## src/rtl/foreground_fetch_pkg.sv

```systemverilog
// Shared foreground frame constants, write-entry layout and the xy-to-address mapping
// used by the fetch block and the pipeline.
package foreground_fetch_pkg;

   localparam int PIXEL_SIZE = 16;
   localparam int PRECISION  = 11;
   localparam int FG_WIDTH   = 800;
   localparam int FG_HEIGHT  = 600;
   localparam int ADDR_WIDTH = 19;

   typedef struct packed {
      logic active;
      logic skip;
   } fetch_tag_t;

   typedef struct packed {
      logic [PRECISION-1:0]  x;
      logic [PRECISION-1:0]  y;
      logic [PIXEL_SIZE-1:0] pixel;
   } fg_write_t;

   // Row-major frame address, truncated to the SRAM address width.
   function automatic logic [ADDR_WIDTH-1:0] xy_to_addr(input logic [PRECISION-1:0] x,
                                                         input logic [PRECISION-1:0] y);
      return ADDR_WIDTH'(32'(y) * FG_WIDTH + 32'(x));
   endfunction

endpackage

```

## src/rtl/foreground_fetch_write_fifo.sv

```systemverilog
// Synchronous write FIFO with registered ready (not full), empty and occupancy count.
module fg_write_fifo #(
   parameter int DEPTH = 4,
   parameter int WIDTH = 38
) (
   input  logic             clk,
   input  logic             rst,
   input  logic             push,
   input  logic [WIDTH-1:0] push_data,
   input  logic             pop,
   output logic [WIDTH-1:0] head_data,
   output logic             ready,
   output logic             empty
);

   localparam int AW = $clog2(DEPTH);
   localparam int CW = AW + 1;

   logic [WIDTH-1:0] mem [DEPTH];
   logic [AW-1:0]    wr_ptr;
   logic [AW-1:0]    rd_ptr;
   logic [CW-1:0]    count;
   logic [CW-1:0]    count_next;
   logic             push_ok;
   logic             pop_ok;

   always_comb begin
      push_ok    = push & ready;
      pop_ok     = pop & !empty;
      count_next = count;
      case ({push_ok, pop_ok})
         2'b10:   count_next = count + CW'(1);
         2'b01:   count_next = count - CW'(1);
         default: count_next = count;
      endcase
   end

   always_ff @(posedge clk) begin
      if (push_ok) mem[wr_ptr] <= push_data;
   end

   // ready is held low through reset and rises on the first clock after release.
   always_ff @(posedge clk or posedge rst) begin
      if (rst) begin
         wr_ptr <= '0;
         rd_ptr <= '0;
         count  <= '0;
         ready  <= 1'b0;
         empty  <= 1'b1;
      end else begin
         if (push_ok) wr_ptr <= wr_ptr + AW'(1);
         if (pop_ok)  rd_ptr <= rd_ptr + AW'(1);
         count <= count_next;
         ready <= (count_next < CW'(DEPTH));
         empty <= (count_next == '0);
      end
   end

   assign head_data = mem[rd_ptr];

endmodule

```

## src/rtl/foreground_fetch.sv

```systemverilog
// Foreground pixel fetch: fixed-latency SRAM reads with out-of-frame skips, plus a
// capture-side write FIFO that drains into SRAM on cycles without a read.
module foreground_fetch
   import foreground_fetch_pkg::*;
#(
   parameter int SRAM_READ_LATENCY            = 1,
   parameter int FOREGROUND_FETCH_CYCLE_DELAY = 3,
   parameter int WR_FIFO_DEPTH                = 4
) (
   input  logic                         clk,
   input  logic                         rst,
   input  logic signed [PRECISION:0]    fg_pixel_request_x,
   input  logic signed [PRECISION:0]    fg_pixel_request_y,
   input  logic                         fg_pixel_request_active,
   output logic [PIXEL_SIZE-1:0]        fg_pixel_out,
   output logic                         fg_pixel_skip,
   output logic                         fg_pixel_ready,
   input  logic                         wr_valid,
   output logic                         wr_ready,
   input  logic [PRECISION-1:0]         wr_x,
   input  logic [PRECISION-1:0]         wr_y,
   input  logic [PIXEL_SIZE-1:0]        wr_pixel,
   output logic [ADDR_WIDTH-1:0]        sram_addr,
   output logic                         sram_re,
   output logic                         sram_we,
   output logic [PIXEL_SIZE-1:0]        sram_wdata,
   input  logic [PIXEL_SIZE-1:0]        sram_rdata
);

   localparam int TAG_LEN  = FOREGROUND_FETCH_CYCLE_DELAY - 1;
   localparam int DATA_DLY = FOREGROUND_FETCH_CYCLE_DELAY - 2 - SRAM_READ_LATENCY;

   if (FOREGROUND_FETCH_CYCLE_DELAY < SRAM_READ_LATENCY + 2) begin : g_bad_delay
      $error("FOREGROUND_FETCH_CYCLE_DELAY must be >= SRAM_READ_LATENCY+2");
   end

   logic                  in_range;
   logic                  rd_next;
   logic [ADDR_WIDTH-1:0] req_addr;
   fg_write_t             head;
   logic                  fifo_empty;
   logic                  pop;
   logic                  head_ok;
   logic [ADDR_WIDTH-1:0] wr_addr;
   fetch_tag_t            tag_q [TAG_LEN];
   logic [PIXEL_SIZE-1:0] resp_data;

   // A negative coordinate has its sign bit set, so checking it first makes the
   // unsigned magnitude compares equivalent to a signed range check.
   always_comb begin
      in_range = !fg_pixel_request_x[PRECISION] && !fg_pixel_request_y[PRECISION]
                 && (32'(fg_pixel_request_x[PRECISION-1:0]) < FG_WIDTH)
                 && (32'(fg_pixel_request_y[PRECISION-1:0]) < FG_HEIGHT);
      req_addr = xy_to_addr(fg_pixel_request_x[PRECISION-1:0],
                            fg_pixel_request_y[PRECISION-1:0]);
      rd_next  = fg_pixel_request_active & in_range;
      pop      = !rd_next & !fifo_empty;
      head_ok  = (32'(head.x) < FG_WIDTH) && (32'(head.y) < FG_HEIGHT);
      wr_addr  = xy_to_addr(head.x, head.y);
   end

   // Write handshake: an entry is accepted on a clock edge where wr_valid and wr_ready
   // are both high; wr_valid may rise at any time and wr_ready never depends on it.
   fg_write_fifo #(
      .DEPTH (WR_FIFO_DEPTH),
      .WIDTH ($bits(fg_write_t))
   ) u_wr_fifo (
      .clk       (clk),
      .rst       (rst),
      .push      (wr_valid),
      .push_data ({wr_x, wr_y, wr_pixel}),
      .pop       (pop),
      .head_data (head),
      .ready     (wr_ready),
      .empty     (fifo_empty)
   );

   // Reads always own the port; out-of-frame writes are popped with no strobe.
   always_ff @(posedge clk or posedge rst) begin
      if (rst) begin
         sram_re    <= 1'b0;
         sram_we    <= 1'b0;
         sram_addr  <= '0;
         sram_wdata <= '0;
      end else begin
         sram_re    <= rd_next;
         sram_we    <= pop & head_ok;
         sram_wdata <= (pop & head_ok) ? head.pixel : '0;
         if (rd_next)             sram_addr <= req_addr;
         else if (pop & head_ok)  sram_addr <= wr_addr;
         else                     sram_addr <= '0;
      end
   end

   always_ff @(posedge clk or posedge rst) begin
      if (rst) begin
         for (int i = 0; i < TAG_LEN; i++) tag_q[i] <= '0;
      end else begin
         tag_q[0] <= '{active: fg_pixel_request_active,
                       skip:   fg_pixel_request_active & !in_range};
         for (int i = 1; i < TAG_LEN; i++) tag_q[i] <= tag_q[i-1];
      end
   end

   // Extra data stages only exist when the response delay exceeds the read path.
   if (DATA_DLY == 0) begin : g_no_data_dly
      assign resp_data = sram_rdata;
   end else begin : g_data_dly
      logic [PIXEL_SIZE-1:0] data_q [DATA_DLY];
      always_ff @(posedge clk or posedge rst) begin
         if (rst) begin
            for (int i = 0; i < DATA_DLY; i++) data_q[i] <= '0;
         end else begin
            data_q[0] <= sram_rdata;
            for (int i = 1; i < DATA_DLY; i++) data_q[i] <= data_q[i-1];
         end
      end
      assign resp_data = data_q[DATA_DLY-1];
   end

   always_ff @(posedge clk or posedge rst) begin
      if (rst) begin
         fg_pixel_ready <= 1'b0;
         fg_pixel_skip  <= 1'b0;
         fg_pixel_out   <= '0;
      end else begin
         fg_pixel_ready <= tag_q[TAG_LEN-1].active;
         fg_pixel_skip  <= tag_q[TAG_LEN-1].active & tag_q[TAG_LEN-1].skip;
         fg_pixel_out   <= (tag_q[TAG_LEN-1].active & !tag_q[TAG_LEN-1].skip) ? resp_data : '0;
      end
   end

endmodule

```

## config.mk

```make
export PLATFORM = sky130hd
export DESIGN_NAME = foreground_fetch
export DESIGN_NICKNAME = d
export VERILOG_FILES = /design/src/rtl/foreground_fetch_pkg.sv /design/src/rtl/foreground_fetch_write_fifo.sv /design/src/rtl/foreground_fetch.sv
export SDC_FILE = /design/constraint.sdc
export NUM_CORES = 1
export LEC_CHECK = 0
export BUFFER_PORTS_ARGS = -buffer_cell sky130_fd_sc_hd__buf_2
export CAP_MARGIN = 25
export CELL_PAD_IN_SITES_DETAIL_PLACEMENT = 1
export CELL_PAD_IN_SITES_GLOBAL_PLACEMENT = 2
export CORE_AREA = 2 2 161 163
export CTS_CLUSTER_DIAMETER = 40
export DETAILED_ROUTE_END_ITERATION = 8
export DIE_AREA = 0 0 163 165
export PLACE_DENSITY = 0.88
export SYNTH_ARGS = -nofsm -noshare
export SYNTH_HDL_FRONTEND = slang
export SYNTH_SLANG_ARGS = --single-unit
```

## constraint.sdc

```tcl
create_clock -name clk -period 6.3 [get_ports clk]
set_input_delay 0 -clock clk [delete_from_list [all_inputs] [get_ports clk]]
set_output_delay 0 -clock clk [all_outputs]
set_load 0.02 [all_outputs]
```

==> impl_metrics.csv <==
group,metric,value,unit
outcome,outcome,"completed",
timing,setup_ws,1.69,ns
die,start_util,41.7,%
worst_setup_path,cp.arrival,5.03,ns
logic_synthesis,ys_types,59,
die,die_w,163,µm
hold_path,min_from,"fg_pixel_request_y[2]",
pwr,seqPwrFrac,23.5,%
cells_and_area,fin_area,13400,µm²
global_routing,grt_pass1_vias,7367,
timing,final-hold-violation-count,0,
logic_synthesis,synthesis.area,10400,µm²
timing,finalCriticalPeriod,4.61,ns
worst_setup_path,ff2ff_setup_slack,1.69,ns
worst_setup_path,crit_fanout,31,
clocking,clk_path_buf_depth,3,
pwr,ir_drop,0.000460,V
pwr,powerDensity,619,nW/µm²
clocking,insertion_delay,0.56,ns
logic_synthesis,yosysTopAreaCell,"edfxtp_1",
hold_path,min_path_cells,4,
logic_synthesis,syn_avg_cell_area,15.4,µm²
detailed_routing,vias_per_cell,5.05,
die,rows,58,
detailed_routing,route.detailed.drc,0,
placement,place_ws,1.66,ns
detailed_routing,dr.pass1.iters,4,
logic_synthesis,synth_common_cells,"edfxtp_1 (152), ha_1 (87), dfrtp_1 (67)",
timing,fmaxAchievable,217,MHz
timing,whs,0.0275,ns
clocking,postCtsResizedCells,0,
die,die_area,26900,µm²
logic_synthesis,syn_nets,862,
timing,skew,0.0178,ns
timing,finalMaxSlewViolations,0,
detailed_routing,wl,25700,µm
timing,setup_viol_count_final,0,
timing,rsz0062_at_grt,"no",
worst_setup_path,reg2reg_to,"sram_addr[17]",
worst_setup_path,reg2reg_depth,15,
placement,hpwl,15900,µm
worst_setup_path,endpoint_kind,"flip-flop",
logic_synthesis,synth.most_common_cell,"edfxtp_1",
clocking,numCtsBuffers,31,
placement,io_buffer_count,137,
worst_setup_path,required,6.72,ns
cells_and_area,synthToLayoutAreaGrowth,27.9,%
pwr,finalPower,8.26,mW
timing,tightest_slew,0.976,ns
timing,setup_tns,0,ns
pwr,switching_share,40.9,%
pwr,leakagePower,5.72,nW
job,drv_cap,0,
pwr,clockPowerShare,21.1,%
logic_synthesis,synth_top_cell_area_share,43.7,%
logic_synthesis,synth-edff-count,152,
logic_synthesis,ys_dominant_reg_cell,"edfxtp_1",
logic_synthesis,ys_ff_latch,220,
detailed_routing,routedWlPerCell,20.3,µm
die,io-pin-count,138,
die,die_h,165,µm
clocking,htreeDepth,1,
global_routing,grt_util_all_layers,19.8,%
clocking,cts.sinks,220,
clocking,cts_tree,"yes",
logic_synthesis,postSynthCellCount,678,
placement,placed_cell_area,11500,µm²
detailed_routing,drtIter0Drc,299,
hold_path,holdPathEnd,"sram_addr[7]",
logic_synthesis,synthTopCellsByArea,"edfxtp_1 (44%), dfrtp_1 (16%), ha_1 (10%)",
logic_synthesis,seq_area_frac_synth,60.0,%
worst_setup_path,r2r-start,"u_wr_fifo.rd_ptr[0]",
clocking,clkSlewWorstSetupHoldPaths,0.06,ns
worst_setup_path,worstSetupStartpointType,"flip-flop",
hold_path,hold_class,"in -> reg",
timing,slew_headroom,34.8,%
global_routing,antenna_found_initial,2,
pwr,intPower,4.88,mW
global_routing,grt_max_degree,69,
detailed_routing,ant_nets,0,
pwr,comb_power_share,55.4,%
global_routing,grt_first_pass_wirelength,40700,µm
cells_and_area,fin_nets,1097,
logic_synthesis,ys_warn_count,0,
detailed_routing,vias,6408,
timing,fin_crit_sh,73.2,%
placement,gp_congestion,0.731,
clocking,root_buffer,"clkbuf_16",
pwr,p_switching,3.38,mW
cells_and_area,drive_gt1_share,26.7,%
worst_setup_path,path_class,"reg -> reg",
die,core_area,25000,µm²
global_routing,gr-total-overflow,0,
logic_synthesis,ys_async_sr_fraction,30.9,%
-- cells by family after synthesis --
group	share of synthesized area, %
DFF	60.0
and+or+nand+nor	5.84
adders and majority gates	13.3
AOI/OAI and AO/OA	5.29
buffers and inverters	3.24
muxes	8.78
xor gates and xnor gates	3.52
-- critical path: stages, from the launching register on --
cell and delay (ns):
dfrtp_2 0.56, buf_4 0.59, mux4_2 0.65, ha_1 0.32
ha_1 0.28, inv_1 0.05, fa_1 0.49, inv_1 0.04
ha_1 0.31, or2_2 0.31, o31a_1 0.12, nand3_1 0.12
nand2_1 0.11, nor3b_1 0.25, xnor2_1 0.15, o2bb2ai_1 0.08
-- worst max path at each step --
| stage | start | endpoint | depth (start not counted) |
|---|---|---|---|
| floorplan | u_wr_fifo.rd_ptr[0] | sram_addr[17] | 17 |
| global placement | u_wr_fifo.rd_ptr[0] | sram_addr[18] | 15 |
| detailed placement | u_wr_fifo.rd_ptr[0] | sram_addr[18] | 15 |
| CTS | u_wr_fifo.rd_ptr[0] | sram_addr[18] | 15 |
| global route | u_wr_fifo.rd_ptr[1] | sram_addr[16] | 13 |
| finish | u_wr_fifo.rd_ptr[0] | sram_addr[17] | 15 |
-- metal layers --
layer  GRT usage [%]  wire length [µm]
met5               0                 0
met3            3.37              1090
met2            36.7             13500
met1            23.7             10500
met4            5.75               664
-- power groups by stage --
stage	logic, mW	registers [mW]	clock network, mW
2_1_floorplan	3.50	2.00	0
3_3_place_gp	4.46	1.94	0
3_5_place_dp	4.54	1.96	0
4_1_cts	4.62	1.94	1.77
5_1_grt	5.22	1.96	1.83
6_report	4.58	1.94	1.75
-- stage by stage --
step / cells / util (%)
final: 1270 / 53.3
after global routing: 1270 / 53.3
after CTS: 1263 / 52.9
after detailed placement: 1134 / 45.9
after global placement: 1134 / 45.9
after floorplan: 678 / -
-- layout by cell type (no fill, tap or decap), types with 7 or more instances in the layout --
cell type        n
fa_1            15
xnor2_1         24
ha_1            87
mux4_2          38
a21o_1           8
clkbuf_16       31
o21ai_0         11
dfrtp_1         66
a22o_1           7
buf_2          137
xor2_1          18
dlygate4sd3_1   71
nor2b_1         19
nand2_1         22
edfxtp_1       152
nor2_1          17
a21oi_1         19
inv_1           63
and2_1          20
o22ai_1          8
clkbuf_1         7
-- registers in the layout, indices dropped and copies added, names as in the netlist, 2 cells and up --
register,flops
u_wr_fifo.rd_ptr,2
tag_q,4
sram_wdata,16
u_wr_fifo.count,3
sram_addr,19
fg_pixel_out,16
u_wr_fifo.mem,152
u_wr_fifo.wr_ptr,2
-- timing repair --
item / CTS / global route
endpoints found under the hold margin: 247 / 0
hold buffers: 71 / 0
setup buffers: 0 / 0
-- area by class of cell --
class	count	area, µm²
clock buffers	40	830
inverters	65	244
fillers	2462	11700
well taps	330	413
repair buffers	217	1530
clock inverters	18	225
flip-flops and latches	220	6270
diodes	2	5.00
multi-input cells	378	3840
Power figures use the tool's default switching activity.
